--- config.mk ---
export PLATFORM = sky130hd
export DESIGN_NAME = wshb_arbiter_flat
export DESIGN_NICKNAME = d
export VERILOG_FILES = /design/src/rtl/wshb_arb_pkg.sv /design/src/rtl/wshb_if.sv /design/src/rtl/wshb_arb_core.sv /design/src/rtl/wshb_arbiter.sv /design/src/flat_wrapper.sv
export SDC_FILE = /design/constraint.sdc
export NUM_CORES = 1
export LEC_CHECK = 0
export BUFFER_PORTS_ARGS = -buffer_cell sky130_fd_sc_hd__buf_2
export CORE_AREA = 2 2 130 132
export DETAILED_ROUTE_END_ITERATION = 10
export DIE_AREA = 0 0 132 134
export PLACE_DENSITY = 0.42
export SLEW_MARGIN = 20
export SYNTH_ARGS = -nofsm -noshare
export SYNTH_HDL_FRONTEND = slang
export SYNTH_HIERARCHICAL = 1
export SYNTH_SLANG_ARGS = --single-unit
--- constraint.sdc ---
create_clock -name clk -period 2.08 [get_ports clk]
set_input_delay 0.104 -clock clk [delete_from_list [all_inputs] [get_ports clk]]
set_output_delay 0.104 -clock clk [all_outputs]
set_load 0.05 [all_outputs]
--- src/rtl/wshb_arb_pkg.sv ---
// Shared types for the two-master Wishbone arbiter: FSM states, grant codes
// and the master-to-slave request payload.
package wshb_arb_pkg;

  localparam int unsigned ADR_W = 32;
  localparam int unsigned DAT_W = 32;
  localparam int unsigned SEL_W = DAT_W / 8;

  typedef enum logic [1:0] {
    IDLE = 2'b00,
    GNT0 = 2'b01,
    GNT1 = 2'b10
  } arb_state_e;

  localparam logic [1:0] GRANT_NONE = 2'b00;
  localparam logic [1:0] GRANT_M0   = 2'b01;
  localparam logic [1:0] GRANT_M1   = 2'b10;

  typedef struct packed {
    logic             cyc;
    logic             stb;
    logic             we;
    logic [ADR_W-1:0] adr;
    logic [SEL_W-1:0] sel;
    logic [2:0]       cti;
    logic [1:0]       bte;
    logic [DAT_W-1:0] dat;
  } wshb_req_t;

endpackage

--- src/rtl/wshb_if.sv ---
// Classic Wishbone B4 bus bundle, 32-bit address and data.
interface wshb_if;
  logic                            cyc;
  logic                            stb;
  logic                            we;
  logic [wshb_arb_pkg::ADR_W-1:0]  adr;
  logic [wshb_arb_pkg::SEL_W-1:0]  sel;
  logic [2:0]                      cti;
  logic [1:0]                      bte;
  logic [wshb_arb_pkg::DAT_W-1:0]  dat_ms;
  logic [wshb_arb_pkg::DAT_W-1:0]  dat_sm;
  logic                            ack;
  logic                            err;
  logic                            rty;

  modport master (output cyc, stb, we, adr, sel, cti, bte, dat_ms,
                  input  dat_sm, ack, err, rty);
  modport slave  (input  cyc, stb, we, adr, sel, cti, bte, dat_ms,
                  output dat_sm, ack, err, rty);
endinterface

--- src/rtl/wshb_arb_core.sv ---
// Grant decision FSM with per-grant ack quota.
// WSHB_ARB_ROUND_ROBIN_EN: resolve IDLE ties against the last-granted master.
module wshb_arb_core
  import wshb_arb_pkg::*;
#(
  parameter int unsigned QUOTA = 16
) (
  input  logic       clk,
  input  logic       rst,
  input  logic       req0_i,
  input  logic       req1_i,
  input  logic       cyc0_i,
  input  logic       cyc1_i,
  input  logic       ack_i,
  output logic [1:0] grant_o,
  output arb_state_e state_o
);

  localparam int unsigned CNT_W = $clog2(QUOTA) + 1;

  arb_state_e       state_q, state_d;
  logic [CNT_W-1:0] cnt_q, cnt_d;
  logic             quota_hit;
  logic             tie_to_m1;

`ifdef WSHB_ARB_ROUND_ROBIN_EN
  logic last_q, last_d;
  assign tie_to_m1 = ~last_q;
`else
  assign tie_to_m1 = 1'b0;
`endif

  assign quota_hit = ack_i && (cnt_q == CNT_W'(QUOTA - 1));

  // State register
  always_ff @(posedge clk or posedge rst) begin
    if (rst) begin
      state_q <= IDLE;
      cnt_q   <= '0;
`ifdef WSHB_ARB_ROUND_ROBIN_EN
      last_q  <= 1'b1;
`endif
    end else begin
      state_q <= state_d;
      cnt_q   <= cnt_d;
`ifdef WSHB_ARB_ROUND_ROBIN_EN
      last_q  <= last_d;
`endif
    end
  end

  // Next state: release on cyc drop or on quota exhaustion with contention
  always_comb begin
    state_d = state_q;
    cnt_d   = cnt_q;
    case (state_q)
      IDLE: begin
        if (req0_i && req1_i) state_d = tie_to_m1 ? GNT1 : GNT0;
        else if (req0_i)      state_d = GNT0;
        else if (req1_i)      state_d = GNT1;
      end
      GNT0: if (!cyc0_i || (quota_hit && req1_i)) state_d = req1_i ? GNT1 : IDLE;
      GNT1: if (!cyc1_i || (quota_hit && req0_i)) state_d = req0_i ? GNT0 : IDLE;
      default: state_d = IDLE;
    endcase
    if (state_d != state_q)                 cnt_d = '0;
    else if (ack_i && (state_q != IDLE))    cnt_d = cnt_q + CNT_W'(1);
  end

`ifdef WSHB_ARB_ROUND_ROBIN_EN
  always_comb begin
    last_d = last_q;
    if (state_d == GNT0 && state_q != GNT0) last_d = 1'b0;
    if (state_d == GNT1 && state_q != GNT1) last_d = 1'b1;
  end
`endif

  // Outputs decoded straight from the state register
  always_comb begin
    grant_o = GRANT_NONE;
    case (state_q)
      GNT0:    grant_o = GRANT_M0;
      GNT1:    grant_o = GRANT_M1;
      default: grant_o = GRANT_NONE;
    endcase
    state_o = state_q;
  end

endmodule

--- src/rtl/wshb_arbiter.sv ---
// Two-master Wishbone arbiter onto one SDRAM port; bus mux lives here.
// WSHB_ARB_ROUND_ROBIN_EN selects round-robin tie breaking in the core.
module wshb_arbiter
  import wshb_arb_pkg::*;
#(
  parameter int unsigned QUOTA = 16
) (
  input  logic       clk,
  input  logic       rst,
  wshb_if.slave      wshb_ifs0,
  wshb_if.slave      wshb_ifs1,
  wshb_if.master     wshb_ifm,
  output logic [1:0] grant
);

  arb_state_e state;
  wshb_req_t  m0_req, m1_req, sel_req;
  logic       req0, req1;

  assign req0 = wshb_ifs0.cyc & wshb_ifs0.stb;
  assign req1 = wshb_ifs1.cyc & wshb_ifs1.stb;

  wshb_arb_core #(.QUOTA(QUOTA)) u_core (
    .clk     (clk),
    .rst     (rst),
    .req0_i  (req0),
    .req1_i  (req1),
    .cyc0_i  (wshb_ifs0.cyc),
    .cyc1_i  (wshb_ifs1.cyc),
    .ack_i   (wshb_ifm.ack),
    .grant_o (grant),
    .state_o (state)
  );

  always_comb begin
    m0_req = {wshb_ifs0.cyc, wshb_ifs0.stb, wshb_ifs0.we, wshb_ifs0.adr,
              wshb_ifs0.sel, wshb_ifs0.cti, wshb_ifs0.bte, wshb_ifs0.dat_ms};
    m1_req = {wshb_ifs1.cyc, wshb_ifs1.stb, wshb_ifs1.we, wshb_ifs1.adr,
              wshb_ifs1.sel, wshb_ifs1.cti, wshb_ifs1.bte, wshb_ifs1.dat_ms};
  end

  // Owner's request goes to the slave; nothing is driven while idle
  always_comb begin
    sel_req = '0;
    case (state)
      GNT0:    sel_req = m0_req;
      GNT1:    sel_req = m1_req;
      default: sel_req = '0;
    endcase
  end

  assign wshb_ifm.cyc    = sel_req.cyc;
  assign wshb_ifm.stb    = sel_req.stb;
  assign wshb_ifm.we     = sel_req.we;
  assign wshb_ifm.adr    = sel_req.adr;
  assign wshb_ifm.sel    = sel_req.sel;
  assign wshb_ifm.cti    = sel_req.cti;
  assign wshb_ifm.bte    = sel_req.bte;
  assign wshb_ifm.dat_ms = sel_req.dat;

  assign wshb_ifs0.ack    = (state == GNT0) & wshb_ifm.ack;
  assign wshb_ifs0.err    = (state == GNT0) & wshb_ifm.err;
  assign wshb_ifs0.rty    = (state == GNT0) & wshb_ifm.rty;
  assign wshb_ifs1.ack    = (state == GNT1) & wshb_ifm.ack;
  assign wshb_ifs1.err    = (state == GNT1) & wshb_ifm.err;
  assign wshb_ifs1.rty    = (state == GNT1) & wshb_ifm.rty;
  assign wshb_ifs0.dat_sm = wshb_ifm.dat_sm;
  assign wshb_ifs1.dat_sm = wshb_ifm.dat_sm;

endmodule

--- src/flat_wrapper.sv ---
// flat-port wrapper written by rule: the top's interface ports become plain ports
module wshb_arbiter_flat import wshb_arb_pkg::*;
#(
  parameter int unsigned QUOTA = 16
)
  (clk, rst, grant, wshb_ifs0_cyc, wshb_ifs0_stb, wshb_ifs0_we, wshb_ifs0_adr, wshb_ifs0_sel, wshb_ifs0_cti, wshb_ifs0_bte, wshb_ifs0_dat_ms, wshb_ifs0_dat_sm, wshb_ifs0_ack, wshb_ifs0_err, wshb_ifs0_rty, wshb_ifs1_cyc, wshb_ifs1_stb, wshb_ifs1_we, wshb_ifs1_adr, wshb_ifs1_sel, wshb_ifs1_cti, wshb_ifs1_bte, wshb_ifs1_dat_ms, wshb_ifs1_dat_sm, wshb_ifs1_ack, wshb_ifs1_err, wshb_ifs1_rty, wshb_ifm_cyc, wshb_ifm_stb, wshb_ifm_we, wshb_ifm_adr, wshb_ifm_sel, wshb_ifm_cti, wshb_ifm_bte, wshb_ifm_dat_ms, wshb_ifm_dat_sm, wshb_ifm_ack, wshb_ifm_err, wshb_ifm_rty);
  wshb_if wshb_ifs0_i ();
  wshb_if wshb_ifs1_i ();
  wshb_if wshb_ifm_i ();
  input  logic clk;
  input  logic rst;
  output logic [1:0] grant;
  input wire logic [$bits(wshb_ifs0_i.cyc)-1:0] wshb_ifs0_cyc;
  input wire logic [$bits(wshb_ifs0_i.stb)-1:0] wshb_ifs0_stb;
  input wire logic [$bits(wshb_ifs0_i.we)-1:0] wshb_ifs0_we;
  input wire logic [$bits(wshb_ifs0_i.adr)-1:0] wshb_ifs0_adr;
  input wire logic [$bits(wshb_ifs0_i.sel)-1:0] wshb_ifs0_sel;
  input wire logic [$bits(wshb_ifs0_i.cti)-1:0] wshb_ifs0_cti;
  input wire logic [$bits(wshb_ifs0_i.bte)-1:0] wshb_ifs0_bte;
  input wire logic [$bits(wshb_ifs0_i.dat_ms)-1:0] wshb_ifs0_dat_ms;
  output wire logic [$bits(wshb_ifs0_i.dat_sm)-1:0] wshb_ifs0_dat_sm;
  output wire logic [$bits(wshb_ifs0_i.ack)-1:0] wshb_ifs0_ack;
  output wire logic [$bits(wshb_ifs0_i.err)-1:0] wshb_ifs0_err;
  output wire logic [$bits(wshb_ifs0_i.rty)-1:0] wshb_ifs0_rty;
  input wire logic [$bits(wshb_ifs1_i.cyc)-1:0] wshb_ifs1_cyc;
  input wire logic [$bits(wshb_ifs1_i.stb)-1:0] wshb_ifs1_stb;
  input wire logic [$bits(wshb_ifs1_i.we)-1:0] wshb_ifs1_we;
  input wire logic [$bits(wshb_ifs1_i.adr)-1:0] wshb_ifs1_adr;
  input wire logic [$bits(wshb_ifs1_i.sel)-1:0] wshb_ifs1_sel;
  input wire logic [$bits(wshb_ifs1_i.cti)-1:0] wshb_ifs1_cti;
  input wire logic [$bits(wshb_ifs1_i.bte)-1:0] wshb_ifs1_bte;
  input wire logic [$bits(wshb_ifs1_i.dat_ms)-1:0] wshb_ifs1_dat_ms;
  output wire logic [$bits(wshb_ifs1_i.dat_sm)-1:0] wshb_ifs1_dat_sm;
  output wire logic [$bits(wshb_ifs1_i.ack)-1:0] wshb_ifs1_ack;
  output wire logic [$bits(wshb_ifs1_i.err)-1:0] wshb_ifs1_err;
  output wire logic [$bits(wshb_ifs1_i.rty)-1:0] wshb_ifs1_rty;
  output wire logic [$bits(wshb_ifm_i.cyc)-1:0] wshb_ifm_cyc;
  output wire logic [$bits(wshb_ifm_i.stb)-1:0] wshb_ifm_stb;
  output wire logic [$bits(wshb_ifm_i.we)-1:0] wshb_ifm_we;
  output wire logic [$bits(wshb_ifm_i.adr)-1:0] wshb_ifm_adr;
  output wire logic [$bits(wshb_ifm_i.sel)-1:0] wshb_ifm_sel;
  output wire logic [$bits(wshb_ifm_i.cti)-1:0] wshb_ifm_cti;
  output wire logic [$bits(wshb_ifm_i.bte)-1:0] wshb_ifm_bte;
  output wire logic [$bits(wshb_ifm_i.dat_ms)-1:0] wshb_ifm_dat_ms;
  input wire logic [$bits(wshb_ifm_i.dat_sm)-1:0] wshb_ifm_dat_sm;
  input wire logic [$bits(wshb_ifm_i.ack)-1:0] wshb_ifm_ack;
  input wire logic [$bits(wshb_ifm_i.err)-1:0] wshb_ifm_err;
  input wire logic [$bits(wshb_ifm_i.rty)-1:0] wshb_ifm_rty;
  assign wshb_ifs0_i.cyc = wshb_ifs0_cyc;
  assign wshb_ifs0_i.stb = wshb_ifs0_stb;
  assign wshb_ifs0_i.we = wshb_ifs0_we;
  assign wshb_ifs0_i.adr = wshb_ifs0_adr;
  assign wshb_ifs0_i.sel = wshb_ifs0_sel;
  assign wshb_ifs0_i.cti = wshb_ifs0_cti;
  assign wshb_ifs0_i.bte = wshb_ifs0_bte;
  assign wshb_ifs0_i.dat_ms = wshb_ifs0_dat_ms;
  assign wshb_ifs0_dat_sm = wshb_ifs0_i.dat_sm;
  assign wshb_ifs0_ack = wshb_ifs0_i.ack;
  assign wshb_ifs0_err = wshb_ifs0_i.err;
  assign wshb_ifs0_rty = wshb_ifs0_i.rty;
  assign wshb_ifs1_i.cyc = wshb_ifs1_cyc;
  assign wshb_ifs1_i.stb = wshb_ifs1_stb;
  assign wshb_ifs1_i.we = wshb_ifs1_we;
  assign wshb_ifs1_i.adr = wshb_ifs1_adr;
  assign wshb_ifs1_i.sel = wshb_ifs1_sel;
  assign wshb_ifs1_i.cti = wshb_ifs1_cti;
  assign wshb_ifs1_i.bte = wshb_ifs1_bte;
  assign wshb_ifs1_i.dat_ms = wshb_ifs1_dat_ms;
  assign wshb_ifs1_dat_sm = wshb_ifs1_i.dat_sm;
  assign wshb_ifs1_ack = wshb_ifs1_i.ack;
  assign wshb_ifs1_err = wshb_ifs1_i.err;
  assign wshb_ifs1_rty = wshb_ifs1_i.rty;
  assign wshb_ifm_cyc = wshb_ifm_i.cyc;
  assign wshb_ifm_stb = wshb_ifm_i.stb;
  assign wshb_ifm_we = wshb_ifm_i.we;
  assign wshb_ifm_adr = wshb_ifm_i.adr;
  assign wshb_ifm_sel = wshb_ifm_i.sel;
  assign wshb_ifm_cti = wshb_ifm_i.cti;
  assign wshb_ifm_bte = wshb_ifm_i.bte;
  assign wshb_ifm_dat_ms = wshb_ifm_i.dat_ms;
  assign wshb_ifm_i.dat_sm = wshb_ifm_dat_sm;
  assign wshb_ifm_i.ack = wshb_ifm_ack;
  assign wshb_ifm_i.err = wshb_ifm_err;
  assign wshb_ifm_i.rty = wshb_ifm_rty;
  wshb_arbiter #(.QUOTA(QUOTA)) u_core (.clk(clk), .rst(rst), .wshb_ifs0(wshb_ifs0_i), .wshb_ifs1(wshb_ifs1_i), .wshb_ifm(wshb_ifm_i), .grant(grant));
endmodule
==> results of run 1 <==
[power groups by stage]
stage	Combinational (mW)	Clock (mW)	Sequential, mW
4_1_cts	1.55	0.334	0.167
3_3_place_gp	1.55	0	0.168
5_1_grt	1.65	0.342	0.170
6_report	1.53	0.324	0.167
3_5_place_dp	1.54	0	0.169
2_1_floorplan	1.40	0	0.162
[routing by layer]
layer	GRT usage, %	vias to the layer above	part of all wire, %
met3	2.00	2	7.9
met2	18.5	168	53
met4	1.33	0	0.15
li1	-	1323	-
met5	0	-	0
met1	11.4	1222	39
[cells in the mapped netlist (all sizes together)]
master	count	area share [%]
dfrtp	7	8.6
a21boi	2	0.92
a21oi	3	0.74
xor2	1	0.43
a22oi	76	30
and3	1	0.31
o21ai	6	1.5
buf	87	31
nand3	4	0.98
and2b	2	0.86
inv	6	1.1
ha	4	2.5
nor3	5	1.2
and2	9	2.8
xnor2	2	0.86
nand2	1	0.18
clkbuf	3	0.55
nor2	81	15
mux2i	1	0.49
nand2b	1	0.31
[state kept, by name (all words and copies together), names as in the netlist]
register / count
u_core/u_core/state_o: 2
u_core/u_core/cnt_q: 5
[how the worst max path moves through the flow]
stage / startpoint / end / slack, ns / cells after the start
after floorplan: u_core/u_core/state_o[0] / wshb_ifm_adr[0] / 0.15 / 5
after global placement: u_core/u_core/state_o[0] / wshb_ifm_adr[24] / 0.30 / 7
after detailed placement: u_core/u_core/cnt_q[0] / u_core/u_core/cnt_q[0] / 0.28 / 7
after CTS: u_core/u_core/state_o[0] / wshb_ifm_adr[24] / 0.06 / 7
after global routing: u_core/u_core/state_o[0] / wshb_ifm_adr[2] / 0.02 / 5
final: u_core/u_core/state_o[0] / wshb_ifm_adr[2] / 0.13 / 5
[per-stage QoR]
step                hold slack, ns  cells  power [mW]  utilization (%)  worst slack (ns)
finish                       0.208    688        2.02             19.4             0.130
global route                 0.208    688        2.16             19.4            0.0169
CTS                          0.209    687        2.05             19.3            0.0572
detailed placement          0.0564    682        1.71             18.7             0.281
global placement            0.0519    682        1.71             18.7             0.303
floorplan                  -0.0926    302        1.56                -             0.147
[worst max-delay path: stages (launching register included)]
cell	delay (ns)
dfrtp_1	0.54
inv_1	0.13
ha_4	0.32
buf_12	0.19
nor2_1	0.13
buf_2	0.28
[area by class of cell]
type | instances | area share, %
repair buffers | 252 | 43.7
flip-flops and latches | 7 | 5.56
inverters | 6 | 0.714
multi-input cells | 199 | 38.8
well taps | 220 | 8.73
clock buffers | 4 | 2.50
[what timing repair did]
action,CTS,global route
endpoints found under the hold margin,7,0
setup buffers,0,1
hold buffers,1,0
setup endpoints to repair,0,14
gates resized for setup,0,3
[cells by family (layout without fill, tap and decap cells)]
| family | Yosys count | count (layout) |
|---|---|---|
| flops | 7 | 7 |
| simple gates | 104 | 104 |
| compound gates | 87 | 87 |
| xor+xnor | 3 | 3 |
| buf+inv | 96 | 262 |
| mux | 1 | 1 |
| fa+ha+maj | 4 | 4 |
==> out/qor.csv, run 1 <==
metric,value,unit
"commonest cells after routing, fill and taps aside","buf_2, nor2_1, a22oi_1",
Yosys warnings,6,
Critical Path End Type,primary output,
1st-iter DRT viols,107,
reg-to-reg setup timing slack,0.25,ns
number of fill cells,1899,
Max Buffers Root-to-Sink,2,
footprint of the multi-input gates,0.00122,mm2
Worst-Margin Slew,0.592,ns
root buffer cell,clkbuf_16,
worst reg2reg startpoint,u_core/u_core/cnt_q[0],
maximum number of pins on one net before global-route repair,41,
die area,0.0177,mm2
vias per cell,3.95,
Reg area,175,um2
final clock skew,0.000570,ns
fraction of the mapped netlist area in compound gates,33.0,%
Area growth syn-to-layout,54.4,%
Synth Cell Area,0.00204,mm2
f_max,513,MHz
DRC violations left,0,
Final period util,93.7,%
initial antenna violation count,1,
Overflow after GRT,0,
TritonRoute pass-1 iters,6,
Final min period,1.95,ns
via count,2715,
Synth Area in Adders,2.45,%
clock share of power,16.0,%
RSZ-0062 raised after global routing,no,
Hold/Removal Path Class,in2out,
H-tree levels,1,
design area,0.00315,mm2
Clock Sinks,7,
Min-Delay Endpoint,wshb_ifs0_dat_sm[16],
Setup TNS,0,ns
post-route ant nets,0,
Comb power frac,75.7,%
"Slew Viols, Final",0,
CTS tree,done,
Cell Pwr Density,642,mW/mm2
Worst Hold Path Cells,0,
nets,662,
Clock transition at path regs,0.04,ns
Lkg Pwr,1.65,nW
routability cong.,0.699,
Yosys reg bits,7,
cell-internal power,0.890,mW
Final Hold Fails,0,
synthesized instance count,302,
Slew Limit Headroom,60.1,%
"IR drop worst, VDD",269,uV
final wirelength,9540,um
R2R Path End,u_core/u_core/cnt_q[3],
startpoint types,flip-flop,
Syn Nets,495,
CP max FO,40,
post-synthesis mux area share,0.490,%
"commonest non-fill, non-tap cell in the layout",buf_2,
min-delay src,wshb_ifm_dat_sm[16],
largest family of logic cells by synthesized area,compound AO/OA/AOI/OAI gates,
maxcap violations,0,
hpwl dp,7890,um
WS Path Type,reg2out,
sw frac,56.0,%
port bufs,240,
Clock Latency Late Sink,0.23,ns
"Req. time, crit path",1.98,ns
n_diodes,0,
final setup vio count,0,
xor and xnor area share after synthesis,1.29,%
"Avg Cell Area, Syn",6.76,um2
Post-Synth Simple-Gate Area,21.5,%
synth unique cells,25,
core area,0.0163,mm2
routed len/inst,13.9,um
Reg2Reg Depth,7,
# rows,47,
Initial Util,12.5,%
GRT Util Overall,9.73,%
Seq pwr share,8.2,%
share of layout cells above drive strength 1,57.1,%
CTS buffer count,3,
vias in the first global route,2500,
die height,134,um
"Cell Area, Placed",0.00305,mm2
Ports,337,
sequential element share of the synthesized area,8.58,%
WP data arrival,1.85,ns
outcome,finished clean,
Die X,132,um
first-pass GRT wire length,14000,um
switching power,1.13,mW
Power figures use the tool's default switching activity.
==> inputs of run 2 (changes only) <==
--- a/config.mk
+++ b/config.mk
@@ -5,7 +5,7 @@
 export SDC_FILE = /design/constraint.sdc
 export NUM_CORES = 1
 export LEC_CHECK = 0
-export BUFFER_PORTS_ARGS = -buffer_cell sky130_fd_sc_hd__buf_2
+export BUFFER_PORTS_ARGS = -buffer_cell sky130_fd_sc_hd__buf_4
 export CORE_AREA = 2 2 130 132
 export DETAILED_ROUTE_END_ITERATION = 10
 export DIE_AREA = 0 0 132 134
==> out/qor.csv, run 2 (same netlist as run 1, synthesis figures left out) <==
metric,value,unit,change
Final min period,1.89,ns,was 1.95 ns
WS Path Type,reg2out,,unchanged
min-delay src,wshb_ifs0_cyc,,was wshb_ifm_dat_sm[16]
cell-internal power,1.03,mW,was 0.890 mW
DR WL met2,5310,um,was 5020 um
CTS Hold Bufs,1,,unchanged
Final period util,91.0,%,was 93.7%
core area,0.0163,mm2,unchanged
Overflow after GRT,0,,unchanged
maximum number of pins on one net before global-route repair,51,,was 41
Initial Util,12.5,%,unchanged
initial antenna violation count,1,,unchanged
Power Total,2.18,mW,was 2.02 mW
CTS tree,done,,unchanged
switching power,1.15,mW,was 1.13 mW
share of layout cells above drive strength 1,56.7,%,was 57.1%
WP data arrival,1.79,ns,was 1.85 ns
Ports,337,,unchanged
"Req. time, crit path",1.98,ns,about the same
Final Hold Fails,0,,unchanged
"IR drop worst, VDD",233,uV,was 269 uV
H-tree levels,1,,unchanged
DRC violations left,0,,unchanged
Post-CTS Setup Bufs,0,,unchanged
startpoint types,flip-flop,,unchanged
via count,2772,,was 2715
first-pass GRT wire length,15200,um,was 14000 um
Lkg Pwr,1.77,nW,was 1.65 nW
final wirelength,10100,um,was 9540 um
Seq pwr share,7.3,%,was 8.2%
Critical Path End Type,primary output,,unchanged
GRT Util Overall,10.5,%,was 9.73%
vias in the first global route,2826,,was 2500
Setup TNS,0,ns,unchanged
vias per cell,4.05,,was 3.95
"slowest stage cell, crit path",ha_2,,was dfrtp_1
Routed met1 length,3760,um,about the same
family with the most delay on the worst path,adder cells,,was buffers and inverters
1st-iter DRT viols,103,,was 107
die height,134,um,unchanged
TritonRoute pass-1 iters,6,,unchanged
maxcap violations,0,,unchanged
# rows,47,,unchanged
Hold/Removal Path Class,in2reg,,was in2out
Max Buffers Root-to-Sink,2,,unchanged
WL met3,941,um,was 755 um
Worst-Margin Slew,0.584,ns,was 0.592 ns
hpwl dp,8240,um,was 7890 um
crit path launch,u_core/u_core/state_o[1],,was u_core/u_core/state_o[0]
uppermost routed layer,met4,,unchanged
Area growth syn-to-layout,81.6,%,was 54.4%
RSZ-0062 raised after global routing,no,,unchanged
delay of the slowest cell on the worst path,0.54,ns,about the same
routed len/inst,14.8,um,was 13.9 um
Comb power frac,77.6,%,was 75.7%
Clock transition at path regs,0.04,ns,about the same
CP max FO,40,,unchanged
nets,658,,was 662
"commonest cells after routing, fill and taps aside","buf_4, nor2_1, a22oi_1",,"was buf_2, nor2_1, a22oi_1"
worst reg2reg startpoint,u_core/u_core/cnt_q[0],,unchanged
outcome,finished clean,,unchanged
Largest Register,u_core/u_core/cnt_q,,unchanged
port bufs,240,,unchanged
sw frac,52.7,%,was 56.0%
post-route ant nets,0,,unchanged
Clock Sinks,7,,unchanged
max reg flops,5,,unchanged
CP cell instances,ha_2 -> buf_12 -> nor2_1 -> buf_4,,was inv_1 -> ha_4 -> buf_12 -> nor2_1 -> buf_2
Clock Latency Late Sink,0.23,ns,about the same
final clock skew,0.00182,ns,was 0.000570 ns
Cell Pwr Density,589,mW/mm2,was 642 mW/mm2
worst path bufs/invs,2,,was 3
routability cong.,0.751,,was 0.699
Post-CTS Resized,0,,unchanged
CTS buffer count,3,,unchanged
Die X,132,um,unchanged
die area,0.0177,mm2,unchanged
f_max,528,MHz,was 513 MHz
"commonest non-fill, non-tap cell in the layout",buf_4,,was buf_2
final setup vio count,0,,unchanged
number of fill cells,1819,,was 1899
"Slew Viols, Final",0,,unchanged
Slew Limit Headroom,60.7,%,was 60.1%
root buffer cell,clkbuf_16,,unchanged
clock share of power,15.1,%,was 16.0%
## run 2: worst paths after layout
check                                            to  slack (ns)  depth (start not counted)
setup / recovery                    wshb_ifm_adr[4]        0.19                          4
hold / removal             u_core/u_core/state_o[0]        0.17                          3
setup reg to reg             u_core/u_core/cnt_q[0]        0.26                          7
hold reg to reg              u_core/u_core/cnt_q[3]        0.56                          2
max in group asynchronous    u_core/u_core/cnt_q[4]        1.47                          3
min in group asynchronous    u_core/u_core/cnt_q[3]        0.38                          3
## run 2: worst register-to-register path, cell delays in order (launching register included)
cell and delay, ns:
dfrtp_1 0.40, ha_1 0.22, and3_1 0.18, ha_1 0.20, and2_1 0.15, o21ai_1 0.24, a21boi_2 0.14, nor3_1 0.21
## run 2: final cells by class
class | count | area (um2) | area share [%]
diodes | 1 | 2.50 | 0.0675
clock buffers | 4 | 78.8 | 2.13
inverters | 6 | 22.5 | 0.607
multi-input cells | 199 | 1210 | 32.8
flip-flops and latches | 7 | 175 | 4.72
well taps | 220 | 275 | 7.42
repair buffers | 248 | 1940 | 52.3
## run 2: power groups by stage
stage | Clock (mW) | Combinational [mW] | Sequential [mW]
6_report | 0.330 | 1.69 | 0.160
5_1_grt | 0.342 | 1.81 | 0.162
4_1_cts | 0.340 | 1.71 | 0.160
3_5_place_dp | 0 | 1.70 | 0.161
3_3_place_gp | 0 | 1.69 | 0.161
2_1_floorplan | 0 | 1.40 | 0.162
## run 2: through the flow
stage	hold slack (ns)	util, %	instances	worst slack, ns	area, um2
6_report	0.169	22.8	685	0.187	3710
2_1_floorplan	-0.0926	-	302	0.147	2040
5_1_grt	0.208	22.8	684	0.0318	3710
4_1_cts	0.174	22.8	684	0.173	3710
3_3_place_gp	0.0692	22.2	679	0.330	3620
3_5_place_dp	0.0724	22.2	679	0.271	3620
## run 2: metal layers
layer	vias up	global-route usage (%)
met5	-	0
li1	1317	-
met1	1269	11.5
met2	179	20.1
met4	0	1.93
met3	7	2.99
==> inputs of run 3 (changes only) <==
==> constraint.sdc (replaced) <==
create_clock -name clk -period 2.08 [get_ports clk]
set_input_delay 0.312 -clock clk [delete_from_list [all_inputs] [get_ports clk]]
set_output_delay 0.312 -clock clk [all_outputs]
set_load 0.05 [all_outputs]
==> out/qor.csv, run 3 (same netlist as run 1, synthesis figures left out) <==
metric,value,unit,change
startpoint types,flip-flop,,unchanged
Critical Path End Type,primary output,,unchanged
Largest Register,u_core/u_core/cnt_q,,unchanged
CTS buffer count,3,,unchanged
core area,0.0163,mm2,unchanged
Overflow after GRT,0,,unchanged
Setup TNS,0,ns,unchanged
nets,664,,was 658
CP max FO,17,,was 40
vias in the first global route,2712,,was 2826
number of fill cells,1819,,unchanged
"slowest stage cell, crit path",dfrtp_2,,was ha_2
die area,0.0177,mm2,unchanged
maxcap violations,0,,unchanged
initial antenna violation count,1,,unchanged
Reg area,178,um2,was 175 um2
Clock Latency Late Sink,0.23,ns,about the same
Final period util,93.1,%,was 91.0%
WS Path Type,reg2out,,unchanged
Worst-Margin Slew,0.645,ns,was 0.584 ns
GRT Util Overall,10.2,%,was 10.5%
Ports,337,,unchanged
Initial Util,12.5,%,unchanged
RSZ-0062 raised after global routing,no,,unchanged
footprint of the multi-input gates,0.00122,mm2,was 0.00121 mm2
Max Buffers Root-to-Sink,2,,unchanged
Final min period,1.94,ns,was 1.89 ns
"IR drop worst, VDD",440,uV,was 233 uV
family with the most delay on the worst path,buffers and inverters,,was adder cells
Cell Pwr Density,594,mW/mm2,was 589 mW/mm2
Final Hold Fails,0,,unchanged
outcome,finished clean,,unchanged
1st-iter DRT viols,110,,was 103
final setup vio count,0,,unchanged
H-tree levels,1,,unchanged
Lkg Pwr,1.82,nW,was 1.77 nW
crit path launch,u_core/u_core/state_o[0],,was u_core/u_core/state_o[1]
"Req. time, crit path",1.77,ns,was 1.98 ns
routability cong.,0.814,,was 0.751
worst path bufs/invs,3,,was 2
final core utilization,23.6,%,was 22.8%
delay of the slowest cell on the worst path,0.43,ns,was 0.54 ns
maximum number of pins on one net before global-route repair,47,,was 51
f_max,516,MHz,was 528 MHz
Hold/Removal Path Class,in2async,,was in2reg
final wirelength,11000,um,was 10100 um
worst reg2reg startpoint,u_core/u_core/cnt_q[0],,unchanged
WP data arrival,1.62,ns,was 1.79 ns
"commonest cells after routing, fill and taps aside","buf_4, nor2_1, a22oi_1",,unchanged
share of layout cells above drive strength 1,57.9,%,was 56.7%
Area growth syn-to-layout,88.3,%,was 81.6%
die height,134,um,unchanged
CTS Hold Bufs,0,,was 1
Clock transition at path regs,0.04,ns,about the same
routed len/inst,15.9,um,was 14.8 um
Clock Sinks,7,,unchanged
"Slew Viols, Final",0,,unchanged
hpwl dp,8400,um,was 8240 um
final clock skew,0.000909,ns,was 0.00182 ns
TritonRoute pass-1 iters,4,,was 6
port bufs,240,,unchanged
vias per cell,4.04,,was 4.05
CTS tree,done,,unchanged
CP cell instances,inv_1 -> ha_4 -> buf_12 -> a22oi_1 -> nor2_1 -> buf_6,,was ha_2 -> buf_12 -> nor2_1 -> buf_4
max reg flops,5,,unchanged
DRC violations left,0,,unchanged
first-pass GRT wire length,14800,um,was 15200 um
# rows,47,,unchanged
"commonest non-fill, non-tap cell in the layout",buf_4,,unchanged
root buffer cell,clkbuf_16,,unchanged
Slew Limit Headroom,56.6,%,was 60.7%
via count,2789,,was 2772
post-route ant nets,0,,unchanged
Die X,132,um,unchanged
[run 3: final cells by class]
type | count | area share, %
timing repair buffer | 254 | 53.7
multi-input combinational | 199 | 31.9
tap | 220 | 7.16
sequential | 7 | 4.62
clock buffer | 4 | 2.05
inverter | 6 | 0.586
antenna | 1 | 0.0651
[run 3: layer usage]
layer / global-route usage, % / part of all wire, % / vias to the layer above
met5: 0 / 0 / -
met4: 1.03 / 0.47 / 0
met3: 3.10 / 7.9 / 2
met2: 20.2 / 54 / 163
met1: 11.0 / 38 / 1298
li1: - / - / 1326
[run 3: worst register-to-register path, cell delays in order, from the launching register on]
cell	delay, ns
dfrtp_1	0.40
ha_1	0.22
and3_1	0.18
ha_1	0.20
and2_1	0.15
o21ai_1	0.25
a21boi_2	0.15
nor3_1	0.21
[run 3: through the flow]
step	hold slack [ns]	std cells	power (mW)	area (um2)	setup WS, ns
floorplan	0.115	302	1.56	2040	-0.0606
global placement	0.269	678	1.86	3610	0.216
detailed placement	0.274	678	1.87	3610	0.211
CTS	0.0321	682	2.20	3690	0.00671
global route	0.0453	690	2.42	3840	0.0431
finish	0.0256	691	2.28	3840	0.143
[run 3: power by group]
group | total [mW] | internal, mW | switching (mW)
Sequential | 0.162 | 0.149 | 0.0132
Clock | 0.324 | 0.255 | 0.0694
Combinational | 1.80 | 0.696 | 1.10
[run 3: worst paths after layout]
kind / cells past startpoint / to / slack (ns)
setup / recovery: 6 / wshb_ifm_dat_ms[6] / 0.14
hold / removal: 2 / u_core/u_core/cnt_q[4] / 0.03
setup reg to reg: 7 / u_core/u_core/cnt_q[0] / 0.21
hold reg to reg: 2 / u_core/u_core/cnt_q[3] / 0.55
max in group asynchronous: 2 / u_core/u_core/state_o[1] / 1.82
min in group clk: 3 / u_core/u_core/state_o[0] / 0.41
[run 3: what timing repair did]
| action | in CTS | in global routing |
|---|---|---|
| gates cloned | 0 | 4 |
| setup endpoints to repair | 3 | 74 |
| gates resized for setup | 1 | 5 |
| setup buffers | 0 | 4 |
| pin swaps | 0 | 1 |
